### config.mk
export PLATFORM = sky130hd
export DESIGN_NAME = counter_event_rx
export DESIGN_NICKNAME = d
export VERILOG_FILES = /design/src/rtl/counter_pkg.sv /design/src/rtl/counter_sync_bit.sv /design/src/rtl/counter_event_rx.sv
export SDC_FILE = /design/constraint.sdc
export NUM_CORES = 1
export LEC_CHECK = 0
export CAP_MARGIN = 10
export CORE_MARGIN = 5
export CORE_UTILIZATION = 35
export DETAILED_ROUTE_END_ITERATION = 16
export SLEW_MARGIN = 20
export SYNTH_ARGS = -nofsm -noshare
export SYNTH_HDL_FRONTEND = slang
export SYNTH_SLANG_ARGS = --single-unit
### constraint.sdc
create_clock -name i_clk -period 3 [get_ports i_clk]
set_input_delay 0.9 -clock i_clk [delete_from_list [all_inputs] [get_ports i_clk]]
set_output_delay 0.9 -clock i_clk [all_outputs]
set_load 0.005 [all_outputs]
### src/rtl/counter_pkg.sv
// Shared definitions for the counter event receiver: FSM encoding and
// parameter legality checks.
package counter_pkg;

    typedef enum logic [1:0] {
        StIdle = 2'd0,
        StHold = 2'd1,
        StGap  = 2'd2
    } state_e;

    localparam int unsigned GapCntW = 4;

    function automatic bit params_legal(input int unsigned sync_stages,
                                        input int unsigned cnt_w,
                                        input int unsigned gap_cyc);
        return (sync_stages >= 2) && (sync_stages <= 4) &&
               (cnt_w >= 4) && (cnt_w <= 32) &&
               (gap_cyc >= 1) && (gap_cyc <= 15);
    endfunction

endpackage

### src/rtl/counter_sync_bit.sv
// Multi-flop single-bit synchronizer with synchronous active-high reset.
// Also used on the source side for the ack return path.
module counter_sync_bit #(
    parameter int unsigned SYNC_STAGES = 2
) (
    input  logic clk_i,
    input  logic rst_i,
    input  logic d_i,
    output logic q_o
);

    logic [SYNC_STAGES-1:0] sync_q;

    always_ff @(posedge clk_i) begin
        if (rst_i) begin
            sync_q <= '0;
        end else begin
            sync_q <= {sync_q[SYNC_STAGES-2:0], d_i};
        end
    end

    assign q_o = sync_q[SYNC_STAGES-1];

endmodule

### src/rtl/counter_event_rx.sv
// Destination side of the four-phase req/ack handshake: turns each accepted
// request into one event pulse and counts events with wrap, clear and snapshot.
module counter_event_rx
    import counter_pkg::*;
#(
    parameter int unsigned SYNC_STAGES = 2,
    parameter int unsigned CNT_W       = 16,
    parameter int unsigned GAP_CYC     = 2
) (
    input  logic             i_clk,
    input  logic             i_rst,
    input  logic             i_req,
    input  logic             i_clr,
    input  logic             i_snap,
    output logic             o_ack,
    output logic             o_evt_pulse,
    output logic [CNT_W-1:0] o_cnt,
    output logic [CNT_W-1:0] o_snap_cnt,
    output logic             o_ovf,
    output logic             o_busy
);

    if (!params_legal(SYNC_STAGES, CNT_W, GAP_CYC)) begin : g_bad_params
        $error("counter_event_rx: illegal SYNC_STAGES/CNT_W/GAP_CYC");
    end

    localparam logic [GapCntW-1:0] GapLoad = GapCntW'(GAP_CYC - 1);

    logic               req_s;
    logic               evt_fire;
    state_e             state_q;
    logic [GapCntW-1:0] gap_q;
    logic               ack_q, pulse_q, busy_q, ovf_q, ovf_d;
    logic [CNT_W-1:0]   cnt_q, cnt_d, cnt_base, snap_q, snap_d;

    counter_sync_bit #(
        .SYNC_STAGES(SYNC_STAGES)
    ) u_req_sync (
        .clk_i(i_clk),
        .rst_i(i_rst),
        .d_i  (i_req),
        .q_o  (req_s)
    );

    // The edge that leaves IDLE is the one that raises ack, pulses and counts.
    assign evt_fire = (state_q == StIdle) && req_s;

    always_ff @(posedge i_clk) begin
        if (i_rst) begin
            state_q <= StIdle;
            gap_q   <= '0;
            ack_q   <= 1'b0;
            pulse_q <= 1'b0;
            busy_q  <= 1'b0;
        end else begin
            pulse_q <= 1'b0;
            unique case (state_q)
                StIdle: begin
                    if (req_s) begin
                        state_q <= StHold;
                        ack_q   <= 1'b1;
                        pulse_q <= 1'b1;
                        busy_q  <= 1'b1;
                    end
                end
                StHold: begin
                    if (!req_s) begin
                        state_q <= StGap;
                        ack_q   <= 1'b0;
                        gap_q   <= GapLoad;
                    end
                end
                StGap: begin
                    if (gap_q == '0) begin
                        state_q <= StIdle;
                        busy_q  <= 1'b0;
                    end else begin
                        gap_q <= gap_q - 1'b1;
                    end
                end
                default: begin
                    state_q <= StIdle;
                    ack_q   <= 1'b0;
                    busy_q  <= 1'b0;
                end
            endcase
        end
    end

    // Clear applies before a same-edge event; snapshot sees the pre-edge count.
    always_comb begin
        cnt_base = i_clr ? '0 : cnt_q;
        ovf_d    = i_clr ? 1'b0 : ovf_q;
        cnt_d    = cnt_base;
        snap_d   = i_snap ? cnt_q : snap_q;
        if (evt_fire) begin
            cnt_d = cnt_base + CNT_W'(1);
            if (&cnt_base) begin
                ovf_d = 1'b1;
            end
        end
    end

    always_ff @(posedge i_clk) begin
        if (i_rst) begin
            cnt_q  <= '0;
            ovf_q  <= 1'b0;
            snap_q <= '0;
        end else begin
            cnt_q  <= cnt_d;
            ovf_q  <= ovf_d;
            snap_q <= snap_d;
        end
    end

    assign o_ack       = ack_q;
    assign o_evt_pulse = pulse_q;
    assign o_cnt       = cnt_q;
    assign o_snap_cnt  = snap_q;
    assign o_ovf       = ovf_q;
    assign o_busy      = busy_q;

endmodule

==> results.txt, run 1 <==
The flow ran to the end, and the final reports show no timing, DRC or antenna violations. The delay of the slowest cell on the worst path is 0.55 ns. Of the post-synthesis cell area, the part taken by muxes is 0.102. The clock-pin slew reported for the worst setup and hold paths after clock tree synthesis came out at 0.08 ns.

The signal on the critical path passes through clkdlybuf4s50_1 -> nor2b_1 -> ha_1 -> nand4bb_1 -> nor4_4 -> a31oi_1 -> a41o_1. In this run the most critical hold path is launched from u_req_sync.sync_q[0]. The largest individual stage delay along the critical path comes from the cell sky130_fd_sc_hd__clkdlybuf4s50_1. The critical path required time came out at 3.19 ns. The number of different library cells in the post-synthesis netlist is 41.

The number of inserted diodes came out at 0. After clock tree synthesis, the repair step resized 0 gates. The remaining routing DRC violations is 0. The vias after detailed routing came out at 1540. The worst setup slack after layout is 0.262 ns. The internal power consumption came out at 807 uW. The type of the worst min-delay path is flip-flop to flip-flop.

The half-perimeter wire length after detailed placement is 2950 um. The part of the power in combinational logic came out at 0.059. Ranked by total cell area, the synthesized netlist is headed by sky130_fd_sc_hd__dfxtp_1 47%, sky130_fd_sc_hd__mux2i_1 10%, sky130_fd_sc_hd__nor2_1 7.5%, sky130_fd_sc_hd__xnor2_1 3.3%, sky130_fd_sc_hd__nor2b_1 2.7%.

Of the total synthesized cell area, the portion taken by XOR and XNOR cells is 0.0329. At the pin with the least slew margin, the transition time is 0.475 ns. The all-layer global routing usage came out at 0.121. Dividing the synthesized area by the synthesized cell count gives 9.22 um2. The area share of the largest cell type after synthesis came out at 0.473. Of the total synthesized cell area, the portion taken by AND, OR, NAND and NOR gates is 0.254.

The area growth from synthesis to layout is 32.2%. The total chip power is 1.03 mW. The number of global-route vias before repair was 1453.

The synthesized design contains 0 enable-type register cells. In this run, CTS created clock tree buffers numbering 5. The worst slack at placement came out at -0.0208 ns.

The leakage dissipation came out at 0.910 nW. The adder and majority cell fraction of the synthesized area came out at 0.0188. The relative slew slack came out at 0.681. The highest clock rate is 365 MHz. In this run the deepest clock path goes through 2 buffers. The starting density of the core came out at 0.362.

The share of synthesized area occupied by flip-flops and latches came out at 0.473. For this block, the routed nets add up to 4000 um of wire. Leaving out fill and tap cells, the most frequent cell in the layout is sky130_fd_sc_hd__dfxtp_1. The insertion delay of the later-clocked pin in the worst-skew pair came out at 0.29 ns. By area, the combinational part of the netlist is dominated by simple AND/OR/NAND/NOR gates. The area enclosed by the die boundary came out at 6880 um2. For this run, the post-layout net count is 255. The net count after synthesis is 209. The synthesized design contains 44 register bits. The first element of the critical path is i_clr.

The clock root buffer master is sky130_fd_sc_hd__clkbuf_8. The congestion estimate from routability-driven global placement came to 0.742. The clock net sink count came out at 44.

VDD sags by at most 0.220 mV. The sum of overflow across all layers after global routing came out at 0. The layout filler cell count came out at 532. The final number of max-transition violations is 0. The die width came out at 83.0 um.

After synthesis, the share of flip-flops with an asynchronous set or reset is 0. Clock skew on the completed layout was measured at 0.00364 ns. The power per standard cell area came out at 419 nW/um2. The via density per instance came out at 4.83.

The count of buffers added on input and output ports is 40. The ratio of cells with drive above 1 in the final layout is 0.0723. Setup violations remaining at the end of the flow were counted as 0. The count of pins on the block boundary is 41. Buffers added to address setup during post-CTS repair amount to 0.

The fraction of the mapped netlist area in compound gates came to 0.0846. The DRC marker count from the first detailed-route iteration came out at 49. The maximum number of pins on one net before global-route repair is 17. The max-cap violation count came out at 0. The height of the chip came out at 83.0 um. TritonCTS built the clock tree. The worst setup path is launched from an input port. After clock tree synthesis, the flow added hold-fix buffers numbering 0. The length of the first detailed-routing pass in iterations came out at 4. The number of rows in the core area came out at 26. The critical path in this run is classified as input port to flip-flop.

The switching share of total power is 0.218. The switching power total is 225 uW. sky130_fd_sc_hd__dfxtp_1 takes more of the synthesized area than any other cell. The area of the mapped netlist is 1860 um2.

The data arrival at the endpoint of the critical path came out at 2.93 ns. Of the total power, registers draw 0.577. The first-pass GRT wire length came out at 7040 um. Yosys printed 0 warnings.

The routed length per instance came out at 12.5 um. The H-tree depth reported by CTS came out at 2. The cell count after synthesis came out at 202.

Setup repair after global routing left no endpoint under its margin. The footprint of the flip-flops and latches is 881 um2. The dominant register cell in the synthesized netlist is sky130_fd_sc_hd__dfxtp_1. The multi-input combinational cells in the finished layout cover a total of 917 um2.

The startpoint of the most critical register-to-register path is o_cnt[0]. Along the worst path, the maximum fanout reaches 8. The worst setup path is captured at a flip-flop.

Of the available clock period, the critical path in the final layout requires 0.913. The residual antenna-violating net count after detailed routing came out at 0. The area of the core region came out at 5140 um2. Leaving out fill and tap cells, the most frequent cells in the layout are 44 x sky130_fd_sc_hd__dfxtp_1, 40 x sky130_fd_sc_hd__clkdlybuf4s50_1, 37 x sky130_fd_sc_hd__nor2_1.

The worst path in the final design needs a cycle of 2.74 ns, including I/O delays and setup. The number of antenna violations at the first check in global routing came to 0. The clock group share of total power came out at 0.364. The count of endpoints failing hold in the final timing report came to 0.
==> metal layers <==
layer  track usage  up-vias  routed length [um]
met5             0        -                   0
met4        0.0446        0                  48
met3        0.0327        5                 171
met2         0.184       42                1790
met1         0.163      709                2000
li1              -      784                   -
==> power groups by stage <==
stage / Clock (mW) / Sequential (mW) / Combinational (mW)
2_1_floorplan: 0 / 0.608 / 0.0387
3_3_place_gp: 0 / 0.609 / 0.0611
3_5_place_dp: 0 / 0.609 / 0.0618
4_1_cts: 0.389 / 0.595 / 0.0620
5_1_grt: 0.415 / 0.596 / 0.0680
6_report: 0.376 / 0.595 / 0.0610
==> stage by stage <==
stage	hold slack, ns	util	area, um2	setup TNS (ns)	instances
after global placement	0.419	0.462	2370	0	311
after detailed placement	0.438	0.462	2370	-0.0208	311
after global routing	0.471	0.479	2460	0	319
after floorplan	0.414	-	1860	0	202
final	0.449	0.479	2460	0	319
after CTS	0.457	0.479	2460	0	319
==> state kept, by name (all words and copies together) (netlist names) <==
register and flops:
u_req_sync.sync_q 2, gap_q 4, o_ack 1, o_cnt 16
o_busy 1, o_evt_pulse 1, o_snap_cnt 16, o_ovf 1
state_q 2
==> worst max-delay path: cells and delay by family <==
kind                       cells  cell delay [ns]
adders and majority gates      1             0.19
and+or+nand+nor                3             0.94
buffers and inverters          1             0.55
AOI/OAI and AO/OA              2             0.35
==> cell families after synthesis <==
| logic type | after synthesis |
|---|---|
| buffers and inverters | 17 |
| AOI/OAI and AO/OA | 24 |
| DFF | 44 |
| xor gates and xnor gates | 7 |
| muxes | 19 |
| and+or+nand+nor | 88 |
| adders and majority gates | 3 |
==> worst paths after layout <==
kind / endpoint / slack, ns / depth (start not counted)
setup / recovery: o_cnt[10] / 0.26 / 7
hold / removal: u_req_sync.sync_q[1] / 0.45 / 1
setup reg to reg: o_cnt[10] / 1.03 / 6
hold reg to reg: u_req_sync.sync_q[1] / 0.45 / 1
==> Yosys cell counts (2+ instances only) <==
master / count
sky130_fd_sc_hd__a31oi_1: 2
sky130_fd_sc_hd__xnor2_1: 7
sky130_fd_sc_hd__a21oi_1: 8
sky130_fd_sc_hd__ha_1: 2
sky130_fd_sc_hd__inv_1: 9
sky130_fd_sc_hd__buf_1: 3
sky130_fd_sc_hd__nor2_1: 37
sky130_fd_sc_hd__o21ai_0: 3
sky130_fd_sc_hd__nor3b_1: 4
sky130_fd_sc_hd__dfxtp_1: 44
sky130_fd_sc_hd__nand4bb_1: 2
sky130_fd_sc_hd__clkbuf_1: 4
sky130_fd_sc_hd__nor2b_1: 8
sky130_fd_sc_hd__mux2i_1: 19
sky130_fd_sc_hd__nor3_1: 2
sky130_fd_sc_hd__a31o_1: 2
sky130_fd_sc_hd__nand2_1: 10
sky130_fd_sc_hd__nand2b_1: 2
sky130_fd_sc_hd__nor4_1: 2
sky130_fd_sc_hd__nand3_1: 4
sky130_fd_sc_hd__or3_1: 7
sky130_fd_sc_hd__and4_1: 2
==> area by class of cell <==
| type | instances | area share |
|---|---|---|
| Sequential cell | 44 | 0.358 |
| Tap cell | 70 | 0.0356 |
| Timing Repair Buffer | 47 | 0.184 |
| Inverter | 9 | 0.0137 |
| Clock buffer | 8 | 0.0366 |
| Multi-Input combinational cell | 141 | 0.372 |
Power figures use the tool's default switching activity.
==> run 2: changes to the inputs <==
SLEW_MARGIN = default   (was 20)
==> results of run 2 <==
Same layout as run 1: the final DEF is identical, and so are final timing and power.
==> run 3: changes to the inputs <==
CORE_UTILIZATION = 40   (was 35)
PLACE_DENSITY = 0.66   (was default)
==> run 3 against run 2 <==
  * Register-to-register slack improved by 0.10 ns
  * Sequential share of layout area rose by 0.24 points
  * Die area fell by 11%
  * Utilization rose by 7.1 points
  * Critical path type unchanged
  * Hold slack got worse by 0.0097 ns
  * Final area fell by 0.66%
  * Via count fell by 2.0%
  * Critical endpoint unchanged
  * Setup slack improved by 0.12 ns
  * Global-route usage rose by 1.4 points
  * Maximum frequency rose by 4.4%
  * Sequential cell count did not move
==> results.txt, run 3 (synthesis results as in run 1) <==
The run finished with clean final reports. The number of rows in the core area came out at 24 (-7.7%). The DRC marker count from the first detailed-route iteration came out at 95 (+94%). The final estimated routing congestion in global placement is 0.788 (+6.3%).

The worst register-to-register path ends at o_cnt[10]. The clock-pin slew reported for the worst setup and hold paths after clock tree synthesis came out at 0.07 ns (about the same). The clock group share of total power is 0.369 (+0.005). The switching share of total power is 0.207 (-0.0103). The die width came to 78.2 um (-5.7%).

The total chip power came out at 1.04 mW (+0.73%). The length in cells of the worst reg-to-reg path is 6 (unchanged). The total clock buffers created by CTS is 5 (unchanged). The post-route core utilization is 0.550 (+0.0713). The relative contribution of sequential cells to total power came to 0.573 (-0.004). The leakage dissipation was 0.915 nW (+0.60%).

The actual transition at the worst max-transition pin is 0.466 ns (-0.00847 ns). The startpoint identified for the worst hold timing path is u_req_sync.sync_q[0]. The residual antenna-violating net count after detailed routing is 0 (unchanged). The library cell contributing the largest single delay on the critical path is sky130_fd_sc_hd__clkdlybuf4s50_1. The starting density of the core is 0.419 (+0.0567). The most frequent standard cell in the layout excluding fill and tap cells is sky130_fd_sc_hd__dfxtp_1. The count of endpoints failing hold in the final timing report came to 0 (unchanged). The register-to-register setup slack is 1.13 ns (+0.10 ns). The final setup violation count came out at 0 (unchanged). The relative slew slack is 0.688 (+0.00735).

The worst setup path is captured at a flip-flop. The critical-path maximum fanout came to 8 (unchanged). CTS placed an instance of sky130_fd_sc_hd__clkbuf_8 at the clock tree root.

The routed length per instance is 12.7 um (+1.3%). The highest clock rate is 381 MHz (+4.4%). The H-tree depth reported by CTS came out at 2 (unchanged). The critical path required time came out at 3.19 ns (about the same).

The time the final worst path needs with I/O delays and setup is 2.62 ns (-0.115 ns). The sum of negative setup slack is 0 ns (unchanged). The count of pins on the block boundary came out at 41 (unchanged).

The final hold slack came out at 0.439 ns (-0.00966 ns). The number of buffers added on ports is 40 (unchanged). The min-delay analysis places its worst path in the category flip-flop to flip-flop. The via density per instance came out at 5.03 (+4.2%). The library cells used most frequently in the layout, excluding fill and tap cells, are 44 x sky130_fd_sc_hd__dfxtp_1, 40 x sky130_fd_sc_hd__clkdlybuf4s50_1, 37 x sky130_fd_sc_hd__nor2_1. The critical path start-end classification is input port to flip-flop. The maximum number of pins on one net before global-route repair was 21 (+4).

The worst setup path is launched from an input port. The clock net sink count came to 44 (unchanged). The delay of the slowest cell on the worst path came out at 0.55 ns (about the same). The overall routed net length is 3810 um (-4.8%). The area of the core region is 4440 um2 (-14%). The post-cts sizing count was 0 (unchanged).

The all-layer global routing usage is 0.135 (+0.0141). The number of global-route vias before repair came out at 1404 (-3.4%). For hold timing, the worst endpoint is u_req_sync.sync_q[1]. The non-filler instance count after layout is 300 (-6.0%). The part of the power in combinational logic is 0.058 (about the same).

The TritonCTS clock tree is yes. The max-cap violation count came out at 0 (unchanged). The vias after detailed routing is 1509 (-2.0%). The number of cells in the design after placement came out at 293 (-5.8%). The maximum VDD drop came out at 0.190 mV (-14%). The internal power consumption is 823 uW (+2.1%). The height of the chip is 78.2 um (-5.7%).

The first-pass GRT wire length came out at 6670 um (-5.3%). Walking the worst path, the cells encountered are clkdlybuf4s50_1 -> nor2b_1 -> ha_1 -> nand4bb_1 -> nor4_4 -> a31oi_1 -> a41o_1. The power per standard cell area is 425 nW/um2 (+1.4%). The data arrival at the endpoint of the critical path came to 2.81 ns (-0.12 ns). The area growth from synthesis to layout is 31.3%. The number of inserted diodes was 0 (unchanged). The area enclosed by the die boundary is 6120 um2 (-11%).

The ratio of cells with drive above 1 in the final layout came out at 0.0766 (+0.00432). The startpoint identified for the worst register-to-register timing path is o_cnt[1]. The final critical-path share of the clock period is 0.874 (-0.0384).

The worst clock skew on the final layout is 0.00616 ns (+0.00252 ns). The switching power total is 215 uW (-4.0%). The number of stages on the worst hold path is 1 (unchanged).

The maximum clock path buffer count is 2 (unchanged). The number of hold-repair buffers added at the cts stage came out at 0 (unchanged). The final number of max-transition violations is 0 (unchanged). The sum of overflow across all layers after global routing is 0 (unchanged). The remaining routing DRC violations is 0 (unchanged). The post-CTS setup-driven buffer insertion count was 0 (unchanged).

The final net count came out at 255 (unchanged). Setup repair after global routing left no endpoint under its margin. The half-perimeter wire length after detailed placement came out at 2790 um (-5.5%).

The number of antenna violations at the first check in global routing is 0 (unchanged). The length of the first detailed-routing pass in iterations is 4 (unchanged). The insertion delay of the later-clocked pin in the worst-skew pair was 0.29 ns (about the same).
-- run 3: cell count changes in the layout (fill, tap and decap cells not counted), sizes merged --
cell    delta
clkbuf     -1
-- run 3: worst max-delay path by stage --
stage	to	cells after the start	slack, ns	start
after floorplan	o_cnt[10]	7	0.53	i_clr
after global placement	o_cnt[10]	7	0.09	i_clr
after detailed placement	o_cnt[10]	7	0.05	i_clr
after CTS	o_cnt[10]	7	0.36	i_clr
after global routing	o_cnt[10]	7	0.22	i_clr
final	o_cnt[10]	7	0.38	i_clr
-- run 3: power groups by stage --
| stage | Sequential (mW) | Clock [mW] | Combinational, mW |
|---|---|---|---|
| after detailed placement | 0.609 | 0 | 0.0614 |
| after global routing | 0.596 | 0.425 | 0.0671 |
| after CTS | 0.595 | 0.401 | 0.0614 |
| after floorplan | 0.608 | 0 | 0.0387 |
| after global placement | 0.609 | 0 | 0.0601 |
| final | 0.595 | 0.383 | 0.0602 |
-- run 3: final cells by class --
class / count / area [um2]
repair buffers: 47 / 453
fillers: 420 / 2000
inverters: 9 / 33.8
flip-flops and latches: 44 / 881
clock buffers: 7 / 96.3
well taps: 52 / 65.1
multi-input cells: 141 / 917
-- run 3: per-layer routing --
layer / GRT usage / up-vias / part of all wire
met5: 0 / - / 0
met4: 0.0629 / 0 / 0.016
met2: 0.204 / 35 / 0.43
met1: 0.175 / 682 / 0.50
met3: 0.0435 / 7 / 0.060
li1: - / 785 / -
-- run 3: per-stage QoR --
step	cell area, um2	setup slack, ns
after floorplan	1860	0.528
after global placement	2350	0.0884
after detailed placement	2350	0.0550
after CTS	2450	0.360
after global routing	2450	0.222
final	2450	0.377
-- run 3: worst max-delay path, delay by kind of cell --
family | cells | cell delay [ns]
adder cells (fa/ha/maj) | 1 | 0.17
AO/OA/AOI/OAI | 2 | 0.35
buffers and inverters | 1 | 0.55
AND/OR/NAND/NOR | 3 | 0.84
